**config.mk**
```make
export PLATFORM = sky130hd
export DESIGN_NAME = alu_sequencer
export DESIGN_NICKNAME = d
export VERILOG_FILES = /design/src/rtl/alu_sequencer.sv
export SDC_FILE = /design/constraint.sdc
export NUM_CORES = 1
export LEC_CHECK = 0
export ABC_AREA = 1
export BUFFER_PORTS_ARGS = -buffer_cell sky130_fd_sc_hd__buf_4
export CAP_MARGIN = 20
export CORE_UTILIZATION = 55
export CTS_BUF_LIST = sky130_fd_sc_hd__clkbuf_8
export DETAILED_ROUTE_END_ITERATION = 7
export HOLD_SLACK_MARGIN = 0.02
export PLACE_DENSITY = 0.82
export SLEW_MARGIN = 20
export SYNTH_ARGS = -nofsm -noshare
export SYNTH_HDL_FRONTEND = slang
export SYNTH_SLANG_ARGS = --single-unit
```
**constraint.sdc**
```tcl
create_clock -name clk_i -period 7.2 [get_ports clk_i]
set_input_delay 0.36 -clock clk_i [delete_from_list [all_inputs] [get_ports clk_i]]
set_output_delay 0.36 -clock clk_i [all_outputs]
set_load 0.02 [all_outputs]
```
**src/rtl/alu_sequencer.sv**
```systemverilog
// alu_sequencer: accepts one command at a time and turns its opcode into
// control words for an external 16-bit combinational ALU. Multiply is built
// from 16 shift-and-add passes through the same ALU. Each result and its flags
// are returned over a valid/ready response handshake.
module alu_sequencer (
  input  logic        clk_i,
  input  logic        reset_i,
  input  logic        cmd_valid_i,
  output logic        cmd_ready_o,
  input  logic [2:0]  cmd_op_i,
  input  logic [15:0] cmd_a_i,
  input  logic [15:0] cmd_b_i,
  output logic        rsp_valid_o,
  input  logic        rsp_ready_i,
  output logic [15:0] rsp_data_o,
  output logic        rsp_zr_o,
  output logic        rsp_ng_o,
  output logic        rsp_err_o,
  output logic [15:0] alu_x_o,
  output logic [15:0] alu_y_o,
  output logic        alu_zx_o,
  output logic        alu_nx_o,
  output logic        alu_zy_o,
  output logic        alu_ny_o,
  output logic        alu_f_o,
  output logic        alu_no_o,
  input  logic [15:0] alu_o_i,
  input  logic        alu_zr_i,
  input  logic        alu_ng_i
);

  typedef enum logic [1:0] {S_IDLE, S_EXEC, S_MUL, S_DONE} state_e;

  localparam logic [2:0] OP_AND = 3'd0;
  localparam logic [2:0] OP_OR  = 3'd1;
  localparam logic [2:0] OP_SUB = 3'd3;
  localparam logic [2:0] OP_MUL = 3'd4;
  localparam logic [2:0] OP_CMP = 3'd5;

  // ALU control words, ordered {zx, nx, zy, ny, f, no}.
  localparam logic [5:0] CTRL_AND  = 6'b000000;
  localparam logic [5:0] CTRL_OR   = 6'b010101;
  localparam logic [5:0] CTRL_ADD  = 6'b000010;
  localparam logic [5:0] CTRL_SUB  = 6'b010011;
  localparam logic [5:0] CTRL_PASS = 6'b001010;

  state_e      state_q, state_d;
  logic [2:0]  op_q;
  logic [15:0] a_q, b_q;
  logic [15:0] acc_q, mcand_q, mplier_q;
  logic [3:0]  cnt_q;
  logic [15:0] rsp_data_q;
  logic        rsp_zr_q, rsp_ng_q, rsp_err_q;
  logic [5:0]  alu_ctrl;
  logic        op_illegal;

  // Opcodes 6 and 7 are the only ones with both upper bits set.
  assign op_illegal = op_q[2] & op_q[1];

  assign {alu_zx_o, alu_nx_o, alu_zy_o, alu_ny_o, alu_f_o, alu_no_o} = alu_ctrl;
  assign rsp_data_o = rsp_data_q;
  assign rsp_zr_o   = rsp_zr_q;
  assign rsp_ng_o   = rsp_ng_q;
  assign rsp_err_o  = rsp_err_q;

  // Next-state decode plus handshake and ALU drive for the current state.
  always_comb begin
    // NOTE: every output gets a default before the case, so no path can leave
    // a signal unassigned and infer a latch.
    state_d     = state_q;
    cmd_ready_o = 1'b0;
    rsp_valid_o = 1'b0;
    alu_x_o     = '0;
    alu_y_o     = '0;
    alu_ctrl    = '0;
    case (state_q)
      S_IDLE: begin
        cmd_ready_o = 1'b1;
        if (cmd_valid_i) state_d = (cmd_op_i == OP_MUL) ? S_MUL : S_EXEC;
      end
      S_EXEC: begin
        alu_x_o = a_q;
        alu_y_o = b_q;
        case (op_q)
          OP_AND:         alu_ctrl = CTRL_AND;
          OP_OR:          alu_ctrl = CTRL_OR;
          OP_SUB, OP_CMP: alu_ctrl = CTRL_SUB;
          default:        alu_ctrl = CTRL_ADD;
        endcase
        state_d = S_DONE;
      end
      S_MUL: begin
        alu_x_o  = acc_q;
        alu_y_o  = mcand_q;
        alu_ctrl = mplier_q[0] ? CTRL_ADD : CTRL_PASS;
        if (cnt_q == 4'd15) state_d = S_DONE;
      end
      S_DONE: begin
        rsp_valid_o = 1'b1;
        if (rsp_ready_i) state_d = S_IDLE;
      end
      default: state_d = S_IDLE;
    endcase
  end

  // State register.
  always_ff @(posedge clk_i or posedge reset_i) begin
    // NOTE: sequential state uses non-blocking assignment so every register
    // samples values from before the edge, independent of statement order.
    if (reset_i) state_q <= S_IDLE;
    else         state_q <= state_d;
  end

  // Command latch, multiply iteration registers and response capture.
  always_ff @(posedge clk_i or posedge reset_i) begin
    // NOTE: every register here has a reset value because the response
    // outputs must read zero immediately after reset.
    if (reset_i) begin
      op_q       <= '0;
      a_q        <= '0;
      b_q        <= '0;
      acc_q      <= '0;
      mcand_q    <= '0;
      mplier_q   <= '0;
      cnt_q      <= '0;
      rsp_data_q <= '0;
      rsp_zr_q   <= 1'b0;
      rsp_ng_q   <= 1'b0;
      rsp_err_q  <= 1'b0;
    end else begin
      case (state_q)
        S_IDLE: begin
          if (cmd_valid_i) begin
            op_q     <= cmd_op_i;
            a_q      <= cmd_a_i;
            b_q      <= cmd_b_i;
            acc_q    <= '0;
            mcand_q  <= cmd_a_i;
            mplier_q <= cmd_b_i;
            cnt_q    <= '0;
          end
        end
        S_EXEC: begin
          rsp_data_q <= (op_q == OP_CMP || op_illegal) ? 16'h0000 : alu_o_i;
          rsp_zr_q   <= alu_zr_i;
          rsp_ng_q   <= alu_ng_i;
          rsp_err_q  <= op_illegal;
        end
        S_MUL: begin
          acc_q    <= alu_o_i;
          mcand_q  <= {mcand_q[14:0], 1'b0};
          mplier_q <= {1'b0, mplier_q[15:1]};
          cnt_q    <= cnt_q + 4'd1;
          if (cnt_q == 4'd15) begin
            rsp_data_q <= alu_o_i;
            rsp_zr_q   <= alu_zr_i;
            rsp_ng_q   <= alu_ng_i;
            rsp_err_q  <= 1'b0;
          end
        end
        default: ;
      endcase
    end
  end

endmodule
```
Yosys cells after proc, flatten, opt, wreduce, memory -nomap -nowiden
Index checks and enable logic that the tools add are counted.
Cells by class
  muxes and demuxes: 29
  reductions and logical operators: 10
  bitwise operators: 1
  equal/unequal tests: 11
  shifts and indexed selects: 0
  order comparisons: 0
  multipliers: 0
  $add $sub $neg: 1
  div/mod/pow operators: 0
Operators by type and width (count)
  16-bit one-hot mux with 2 select lines: 6
  16-bit 2-to-1 mux: 5
  5-bit one-hot mux with 3 select lines: 1
  5-bit one-hot mux with 2 select lines: 1
  2-bit 2-to-1 mux: 4
  4-bit 2-to-1 mux: 2
  2-bit one-hot mux with 4 select lines: 1
  4-bit one-hot mux with 2 select lines: 1
  3-bit equality test (second input constant): 2
  2-bit inequality test (second input constant): 3
  1-bit one-hot mux with 2 select lines: 3
  2-bit AND reduction: 3
  1-bit 2-to-1 mux: 5
  4-bit by 1-bit adder with 4-bit output (second input constant): 1
  2-bit equality test (second input constant): 2
  4-bit equality test (second input constant): 1
  2-bit nonzero test: 2
  3-bit by 1-bit equality test with 1-bit output (second input constant): 1
  3-bit by 2-bit equality test with 1-bit output (second input constant): 1
  3-bit logical NOT: 1
  3-bit AND reduction: 1
  2-bit by 1-bit equality test with 1-bit output (second input constant): 1
  2-bit logical NOT: 1
  2-bit OR reduction: 1
  2 further kinds: 2
Word-level totals
  bits of input ports: 57
  ROM bits: 0
  memories kept: 0
  bits in latches: 0
  word-level logic and storage cells: 64
  output and inout bits: 59
  bits in registers: 108
  RAM bits: 0

Logic depth before layout (Yosys ltp)
Gate-level depths: netlist of run 1.
  word-level depth: 4
  mapped depth: 9
  depth with buffers taken out: 8

Least setup slack after synthesis of run 1
OpenSTA, ideal clock, no wires.
  path kind: reg2out
  start point: reg state_q[0]
  end point: out alu_nx_o
  buffers on the path: 3
  data required time: 6.840 ns
  arrival time: 1.613 ns
  path slack: 5.227 ns
  cell stages (with the launch flop): 8
  path through: dfrtp_1 > inv_1 > ha_1 > buf_4 > buf_2 > nand2_1 > nor2_1 > buf_4
On the way
  longest elaborated chain between the ends: 2
  elaborated cells on any way between the ends: 3
  those cells by class: eq/ne: 2; mux: 1
Ends and longest elaborated chain
  from (decl): line 47  | state_e state_q, state_d;
  from (signal assigned): line 111  | else state_q <= state_d;
  2-bit equality test or 2-bit by 1-bit equality test with 1-bit output (tied branches): line 76  | case (state_q)
  5-bit one-hot mux with 2 select lines *: line 76
  to (decl): line 22  | output logic alu_nx_o,
Every way passes the cells marked *; elsewhere a longest branch is shown, timed or not.

Worst setup path after layout of run 1
  start point: reg state_q[0]
  end point: out alu_y_o[12]
On the way
  longest elaborated chain between the ends: 2
  elaborated cells on any way between the ends: 3
  those cells by class: eq/ne: 2; mux: 1
Ends and longest elaborated chain
  2-bit equality test or 2-bit by 1-bit equality test with 1-bit output (tied branches): line 76
  16-bit one-hot mux with 2 select lines *: line 76
  to (decl): line 20  | output logic [15:0] alu_y_o,
Marked as above.

==> impl_metrics.yaml, run 1 <==
detailed_routing:
  via_per_inst: 5.403
  dr.pass1.iters: 4
  wire_per_inst_um: 15.25
  drc: 0
  wirelength_mm: 12.80
  dr_total_vias: 4533
  ant_nets: 0
  drt_iter0_drc: 233
global_route:
  grt_max_degree: 82
  globalRoute.totalOverflow: 0
  grt_pass1_wl_mm: 21.15
  grt_use_total_pct: 26.89
  grt_pass1_vias: 4443
  grt_antenna_before_repair: 0
final_layout:
  final_cells: 839
  postLayoutCoreUtil_pct: 67.41
  multi_input_area_um2: 2031
  num-fill-cells: 798
  drive_gt1_share_pct: 23.80
  layout_common_cells: "nand2_1 (206), buf_4 (115), dfrtp_1 (108)"
  regArea_um2: 2703
  layout_commonest_cell: "nand2_1"
  layout.nets: 768
  antenna_cells: 0
  areaGrowthSynthToFinish_pct: 18.22
  fin_area_um2: 6259
hold_path:
  hold_start: "cmd_a_i[3]"
  holdPathEnd: "a_q[3]$_DFFE_PP0P_"
  hold_class: "in2reg"
  holdPathStages: 3
clock_network:
  clk_pin_slew_ns: 0.11
  cts-root-buf: "clkbuf_8"
  clock_sinks: 108
  cts_tree: "yes"
  h-tree-depth: 3
  clkLatencyLatePin_ns: 0.37
  ctsLongestPathBuffers: 2
  ctsResizeCount: 0
  numCtsBuffers: 9
yosys:
  yosysWarnings: 0
  synth_seq_area_share_pct: 51.05
  yosysTopAreaCell: "dfrtp_1"
  async_reset_ff_share_pct: 100.0
  synth_top_cell_area_share_pct: 51.05
  synthesis.nets: 678
  synthesis.area_um2: 5294
  synth-seq-cells: 108
  netlist_instances: 615
  syn_avg_cell_area_um2: 8.608
  synth.area.top_cells: "dfrtp_1 (51%), nand2_1 (15%), o21ai_0 (7.1%)"
  synthFlopType: "dfrtp_1"
  synthDistinctLibCells: 33
  synth_edf_count: 0
timing:
  worstMarginPinSlew_ns: 1.053
  fin_crit_ns: 3.525
  timing_hold_violations_final: 0
  clock.fmax_ghz: 0.2837
  setup_viol: 0
  fin_tns_setup_ns: 0
  skew_ns: 0.01193
  slew_viol_final: 0
  finalCritPeriodShare_pct: 48.96
  setup_ws_ns: 3.675
  holdWs_ns: 0.1951
  rsz0062_at_grt: "no"
  slew_headroom_pct: 29.63
critical_path:
  rrSetupSlack_ns: 5.00
  cp-start-kind: "flop"
  reg2regPathDepth: 6
  crit_arrival_ns: 3.16
  reg2reg_to: "mcand_q[0]$_DFFE_PP0P_"
  crit_required_ns: 6.84
  critical_path_class: "reg2out"
  r2r-start: "state_q[0]$_DFFE_PP0P_"
  endpoint_kind: "output pin"
  critPathMaxFanout: 34
place:
  place_area_um2: 6006
  io_buffers: 114
  gp_congestion: 0.9028
  dp_cells: 822
  post-place-ws_ns: 3.669
  place_hpwl_mm: 8.829
floorplanning:
  die_x_um: 100.1
  start_util_pct: 57.02
  top_level_ports: 116
  rows: 35
  dieArea_um2: 10020
  die_h_um: 100.1
  core_um2: 9284
run_status:
  status: "complete, no violations"
power:
  seqPwrFrac_pct: 36.0
  switching_share_pct: 44.61
  p_comb_share_pct: 49.2
  p_leak_nw: 3.139
  power.total_mw: 2.859
  power.internal_mw: 1.583
  power.density_nw_per_um2: 456.8
  p_sw_mw: 1.275
  pwr-share-clk_pct: 14.8
  peakVddDrop_v: 0.0002266
flow_run:
  drv_cap: 0
worst max-delay path, stage by stage (launching register included):
cell,delay (ns)
dfrtp_1,0.43
inv_1,0.11
ha_2,0.77
nand2_1,0.80
o21ai_0,0.47
buf_4,0.20
cells by family (layout without fill, tap and decap cells):
group | Yosys count | count (layout) | synth area share [%]
compound gates | 136 | 136 | 15.84
fa+ha+maj | 6 | 6 | 1.418
buf+inv | 102 | 197 | 10.68
flops | 108 | 108 | 51.05
other cells | 1 | 1 | 0.07084
simple gates | 262 | 262 | 20.94
area by class of cell:
cell class | instances | area share, %
Inverter | 64 | 3.918
Timing Repair Buffer | 117 | 14.13
Clock inverter | 5 | 1.319
Multi-Input combinational cell | 405 | 32.45
Clock buffer | 11 | 2.419
Tap cell | 129 | 2.579
Sequential cell | 108 | 43.18
power by group through the flow:
stage | logic [mW] | clock network [mW] | registers, mW
global route | 1.57 | 0.447 | 1.06
global placement | 1.36 | 0 | 1.02
CTS | 1.41 | 0.426 | 1.03
floorplan | 1.04 | 0 | 1.07
finish | 1.41 | 0.423 | 1.03
detailed placement | 1.40 | 0 | 1.04
how the worst max path moves through the flow:
stage,startpoint,endpoint,slack (ns),depth (start not counted)
global placement,state_q[0]$_DFFE_PP0P_,alu_x_o[0],3.89,5
CTS,state_q[1]$_DFFE_PP0P_,alu_y_o[1],3.25,5
detailed placement,state_q[1]$_DFFE_PP0P_,alu_y_o[1],3.67,5
global route,state_q[0]$_DFFE_PP0P_,alu_y_o[10],3.36,5
finish,state_q[0]$_DFFE_PP0P_,alu_y_o[12],3.68,5
floorplan,reset_i,a_q[0]$_DFFE_PP0P_,3.99,1
what timing repair did:
action / 4_1_cts / 5_1_grt
endpoints found under the hold margin: 27 / 0
setup buffers: 0 / 0
setup endpoints to repair: 0 / 0
hold buffers: 1 / 0
registers in the layout, indices dropped and copies added (netlist names):
signal	count
rsp_err_o	1
rsp_data_o	16
mplier_q	16
cnt_q	4
a_q	16
rsp_zr_o	1
op_q	3
b_q	16
rsp_ng_o	1
mcand_q	16
state_q	2
acc_q	16
per-layer routing:
layer	wire (um)	part of all wire, %	vias to the layer above	GRT usage, %
li1	-	-	2152	-
met1	5512	43	2198	36.19
met2	6281	49	165	44.40
met3	775	6.1	18	4.805
met4	227	1.8	0	8.919
met5	0	0	-	0
synthesized netlist by cell type (3+ instances only):
library cell,n
a21oi_1,3
buf_2,4
buf_4,6
buf_6,16
clkbuf_1,7
dfrtp_1,108
ha_1,6
inv_1,60
inv_2,3
nand2_1,206
nand2_2,6
nand3_1,33
nand4_1,4
nor2_1,5
o211ai_1,14
o211ai_2,14
o21ai_0,75
o21ai_1,22
o21ai_2,3
o22ai_1,5
(Power assumes the default switching activity.)
==> inputs of run 2 (changes only) <==
==> constraint.sdc (replaced) <==
create_clock -name clk_i -period 3.4 [get_ports clk_i]
set_input_delay 0.17 -clock clk_i [delete_from_list [all_inputs] [get_ports clk_i]]
set_output_delay 0.17 -clock clk_i [all_outputs]
set_load 0.02 [all_outputs]
==> run 2 against run 1 <==
Clock skew up 0.0025 ns; worst hold slack worse by 0.17 ns; worst setup slack worse by 2.9 ns; register-to-register slack worse by 3.8 ns; clock power up 93%; global-route usage up 1.5 points; final area up 4.4%; largest cell class unchanged.
==> impl_metrics.yaml, run 2 (same netlist as run 1, synthesis figures left out) <==
detailed_routing:
  wl_met1_mm: 5.505
  met3_length_um: 943
  wirelength_mm: 13.34
  drc: 0
  wl_met2_mm: 6.513
  drt_iter0_drc: 348
  top_layer: "met4"
  wire_per_inst_um: 15.32
  dr.pass1.iters: 6
  dr_total_vias: 4722
  via_per_inst: 5.421
  ant_nets: 0
power:
  p_sw_mw: 2.756
  p_comb_share_pct: 50.2
  switching_share_pct: 45.68
  peakVddDrop_v: 0.0004496
  seqPwrFrac_pct: 36.3
  power.density_nw_per_um2: 923.1
  power.internal_mw: 3.278
  power.total_mw: 6.034
  p_leak_nw: 3.258
  pwr-share-clk_pct: 13.6
final_layout:
  antenna_cells: 0
  layout_common_cells: "nand2_1 (206), buf_4 (119), dfrtp_1 (108)"
  num-fill-cells: 723
  layout_commonest_cell: "nand2_1"
  postLayoutCoreUtil_pct: 70.40
  multi_input_area_um2: 2026
  drive_gt1_share_pct: 22.91
  areaGrowthSynthToFinish_pct: 23.47
  regArea_um2: 2703
  layout.nets: 800
global_route:
  grt_antenna_before_repair: 1
  grt_pass1_vias: 4704
  grt_pass1_wl_mm: 22.14
  globalRoute.totalOverflow: 0
  grt_use_total_pct: 28.38
  grt_max_degree: 63
floorplanning:
  die_h_um: 100.1
  start_util_pct: 57.02
  rows: 35
  core_um2: 9284
  die_x_um: 100.1
  dieArea_um2: 10020
  top_level_ports: 116
clock_network:
  numCtsBuffers: 9
  cts-root-buf: "clkbuf_8"
  clkLatencyLatePin_ns: 0.37
  holdBufCountCts: 30
  ctsLongestPathBuffers: 2
  ctsResizeCount: 0
  h-tree-depth: 3
  clock_sinks: 108
  clk_pin_slew_ns: 0.11
  cts_tree: "yes"
  post-cts-setup-buffers: 0
hold_path:
  hold_class: "in2reg"
  hold_start: "alu_o_i[14]"
critical_path:
  crit_arrival_ns: 2.47
  cp_slowest_cell: "nand2_1"
  crit_required_ns: 3.23
  cp-start-kind: "flop"
  critical_path_class: "reg2out"
  r2r-start: "state_q[1]$_DFFE_PP0P_"
  critical-path-max-stage-delay_ns: 0.58
  endpoint_kind: "output pin"
  crit_chain: "inv_1, ha_1, nand2_1, o21ai_0, buf_4"
  critPathMaxFanout: 32
  startpoint: "state_q[1]$_DFFE_PP0P_"
timing:
  timing_hold_violations_final: 0
  fin_crit_ns: 2.641
  finalCritPeriodShare_pct: 77.67
  worstMarginPinSlew_ns: 1.008
  setup_viol: 0
  fin_tns_setup_ns: 0
  skew_ns: 0.01443
  clock.fmax_ghz: 0.3787
  slew_viol_final: 0
  slew_headroom_pct: 32.64
  rsz0062_at_grt: "no"
place:
  gp_congestion: 0.8539
  place_hpwl_mm: 9.007
  io_buffers: 114
flow_run:
  drv_cap: 0
run_status:
  status: "complete, no violations"
-- run 2: cell types whose count changed in the layout (fill, tap and decap cells not counted), moves of 2 or more --
cell / delta
dlygate4sd3_1: +29
ha_2: -2
ha_1: +2
buf_4: +4
clkbuf_8: -2
-- run 2: layout make-up --
cell class	count	area share [%]
multi-input combinational	405	30.99
clock inverter	7	1.283
sequential	108	41.35
inverter	64	3.752
tap	129	2.469
clock buffer	9	1.895
timing repair buffer	149	18.26
-- run 2: power groups by stage --
stage	logic, mW	clock network, mW	registers (mW)
4_1_cts	3.03	0.823	2.18
6_report	3.03	0.818	2.19
3_5_place_dp	2.98	0	2.21
2_1_floorplan	2.21	0	2.26
5_1_grt	3.38	0.870	2.25
3_3_place_gp	2.90	0	2.17
-- run 2: critical path, delay by kind of cell (launching register included) --
| family | cells | cell delay (ns) |
|---|---|---|
| AND/OR/NAND/NOR | 1 | 0.58 |
| AO/OA/AOI/OAI | 1 | 0.47 |
| flip-flops | 1 | 0.42 |
| adder cells (fa/ha/maj) | 1 | 0.31 |
| buffers and inverters | 2 | 0.30 |
-- run 2: final timing paths --
check / endpoint / slack (ns) / cells after the start
setup / recovery: alu_y_o[0] / 0.76 / 5
min in group asynchronous: rsp_data_o[12]$_DFFE_PP0P_ / 0.44 / 3
hold reg to reg: b_q[4]$_DFFE_PP0P_ / 0.49 / 2
hold / removal: acc_q[14]$_DFFE_PP0P_ / 0.03 / 3
setup reg to reg: mplier_q[15]$_DFFE_PP0P_ / 1.23 / 6
max in group asynchronous: acc_q[14]$_DFFE_PP0P_ / 2.11 / 4
-- run 2: metrics by stage --
step           hold WS, ns  setup slack, ns  cell area, um^2  cells
3_3_place_gp        0.2941            1.310             6028    825
3_5_place_dp        0.3064            1.188             6028    825
2_1_floorplan       0.2796           0.3844             5294    615
5_1_grt            0.02959           0.5771             6536    871
6_report           0.02915           0.7594             6536    871
4_1_cts            0.02046           0.7798             6536    871
-- run 2: metal layers --
metal,GRT usage [%],vias up
li1,-,2228
met1,37.13,2255
met2,46.90,204
met3,4.178,35
met4,13.49,0
met5,0,-
==> inputs of run 3 (changes only) <==
==> constraint.sdc (replaced) <==
create_clock -name clk_i -period 2.7 [get_ports clk_i]
set_input_delay 0.135 -clock clk_i [delete_from_list [all_inputs] [get_ports clk_i]]
set_output_delay 0.135 -clock clk_i [all_outputs]
set_load 0.02 [all_outputs]
==> run 3 against run 2 <==
Die area is the same; first-iteration DRC count shrank 26%; clock skew shrank 0.0044 ns; largest cell class unchanged.
==> impl_metrics.yaml, run 3 (same netlist as run 1, synthesis figures left out) <==
detailed_routing:
  via_per_inst: 5.398
  ant_nets: 0
  wirelength_mm: 13.52
  drt_iter0_drc: 257
  dr_total_vias: 4820
  wire_per_inst_um: 15.14
  dr.pass1.iters: 5
  drc: 0
critical_path:
  crit_arrival_ns: 2.36
  critical-path-max-stage-delay_ns: 0.58
  critPathMaxFanout: 16
  reg2regPathDepth: 8
  rrSetupSlack_ns: 0.53
  crit_chain: "inv_1, ha_1, nand2_1, o21ai_0, buf_4"
  endpoint_kind: "output pin"
  cp-endpoint: "alu_y_o[15]"
  crit_required_ns: 2.57
  critical_path_class: "reg2out"
  reg2reg_to: "cnt_q[2]$_DFFE_PP0P_"
  cp-start-kind: "flop"
  cp_slowest_cell: "ha_1"
  startpoint: "state_q[1]$_DFFE_PP0P_"
  r2r-start: "state_q[0]$_DFFE_PP0P_"
final_layout:
  layout_commonest_cell: "nand2_1"
  layout_common_cells: "nand2_1 (206), buf_4 (118), dfrtp_1 (108)"
  layout.nets: 822
  antenna_cells: 0
  num-fill-cells: 701
  areaGrowthSynthToFinish_pct: 28.34
  drive_gt1_share_pct: 22.25
timing:
  setup_ws_ns: 0.2059
  setup_viol: 0
  fin_tns_setup_ns: 0
  slew_headroom_pct: 42.98
  worstMarginPinSlew_ns: 0.8535
  clock.fmax_ghz: 0.4009
  finalCritPeriodShare_pct: 92.38
  timing_hold_violations_final: 0
  holdWs_ns: 0.05179
  slew_viol_final: 0
  rsz0062_at_grt: "no"
  fin_crit_ns: 2.494
  skew_ns: 0.01006
hold_path:
  hold_class: "in2reg"
  hold_start: "cmd_op_i[0]"
clock_network:
  cts_tree: "yes"
  clk_pin_slew_ns: 0.11
  clock_sinks: 108
  cts-root-buf: "clkbuf_8"
  post-cts-setup-buffers: 0
  clkLatencyLatePin_ns: 0.38
  numCtsBuffers: 9
  ctsLongestPathBuffers: 2
  h-tree-depth: 3
global_route:
  met3_usage_pct: 4.039
  use_met2_pct: 47.43
  grt_max_degree: 73
  top_usage_layer: "met2"
  grt_use_total_pct: 27.76
  grt_util_met1_pct: 36.15
  grt_antenna_before_repair: 0
  globalRoute.totalOverflow: 0
  grt_pass1_wl_mm: 21.62
  grt_pass1_vias: 4477
place:
  gp_congestion: 0.8481
  io_buffers: 114
  post-place-ws_ns: 0.5671
  place_hpwl_mm: 8.757
run_status:
  status: "complete, no violations"
floorplanning:
  dieArea_um2: 10020
  core_um2: 9284
  die_h_um: 100.1
  die_x_um: 100.1
  start_util_pct: 57.02
  rows: 35
  top_level_ports: 116
power:
  peakVddDrop_v: 0.0005537
  p_leak_nw: 3.361
  power.density_nw_per_um2: 1140
flow_run:
  drv_cap: 0
## run 3: what timing repair did
action / CTS / global route
resized for setup: 0 / 0
hold buffers: 52 / 0
hold endpoints to repair: 123 / 0
## run 3: power by group
part	leakage (nW)	internal, mW	switching, mW
registers	1.36	2.37	0.386
logic	1.89	1.34	2.52
clock network	0.114	0.540	0.595
total	3.36	4.25	3.50
## run 3: worst min path at each step
stage	to	slack [ns]	cells past startpoint
global placement	rsp_ng_o$_DFFE_PP0P_	0.33	3
floorplan	a_q[10]$_DFFE_PP0P_	0.24	2
finish	op_q[0]$_DFFE_PP0P_	0.05	3
detailed placement	mcand_q[13]$_DFFE_PP0P_	0.34	2
global route	op_q[1]$_DFFE_PP0P_	0.07	3
CTS	op_q[0]$_DFFE_PP0P_	0.04	3
## run 3: worst max-delay path: cells and delay by family, from the launching register on
family          cells  cell delay (ns)
compound gates      1             0.33
buf+inv             2             0.32
flops               1             0.43
fa+ha+maj           1             0.58
simple gates        1             0.31
## run 3: routing by layer
layer,up-vias,wire length [um]
met5,-,0
met4,0,370
met3,39,869
met2,231,6645
met1,2284,5631
li1,2266,-
## run 3: layout make-up
class	instances	area, um^2	share of cell area (%)
Multi-Input combinational cell	405	2026	29.82
Clock buffer	9	123.9	1.823
Inverter	64	246.5	3.628
Tap cell	129	161.4	2.376
Sequential cell	108	2703	39.78
Timing Repair Buffer	171	1426	20.99
Clock inverter	7	107.6	1.584
## run 3: per-stage QoR
step           cell area, um^2  util (%)  std cells  total power, mW
3_5_place_dp              6042     65.08        825            6.511
3_3_place_gp              6042     65.08        825            6.352
5_1_grt                   6794     73.18        893            8.269
2_1_floorplan             5298         -        615            5.625
6_report                  6794     73.18        893            7.747
4_1_cts                   6794     73.18        893            7.721
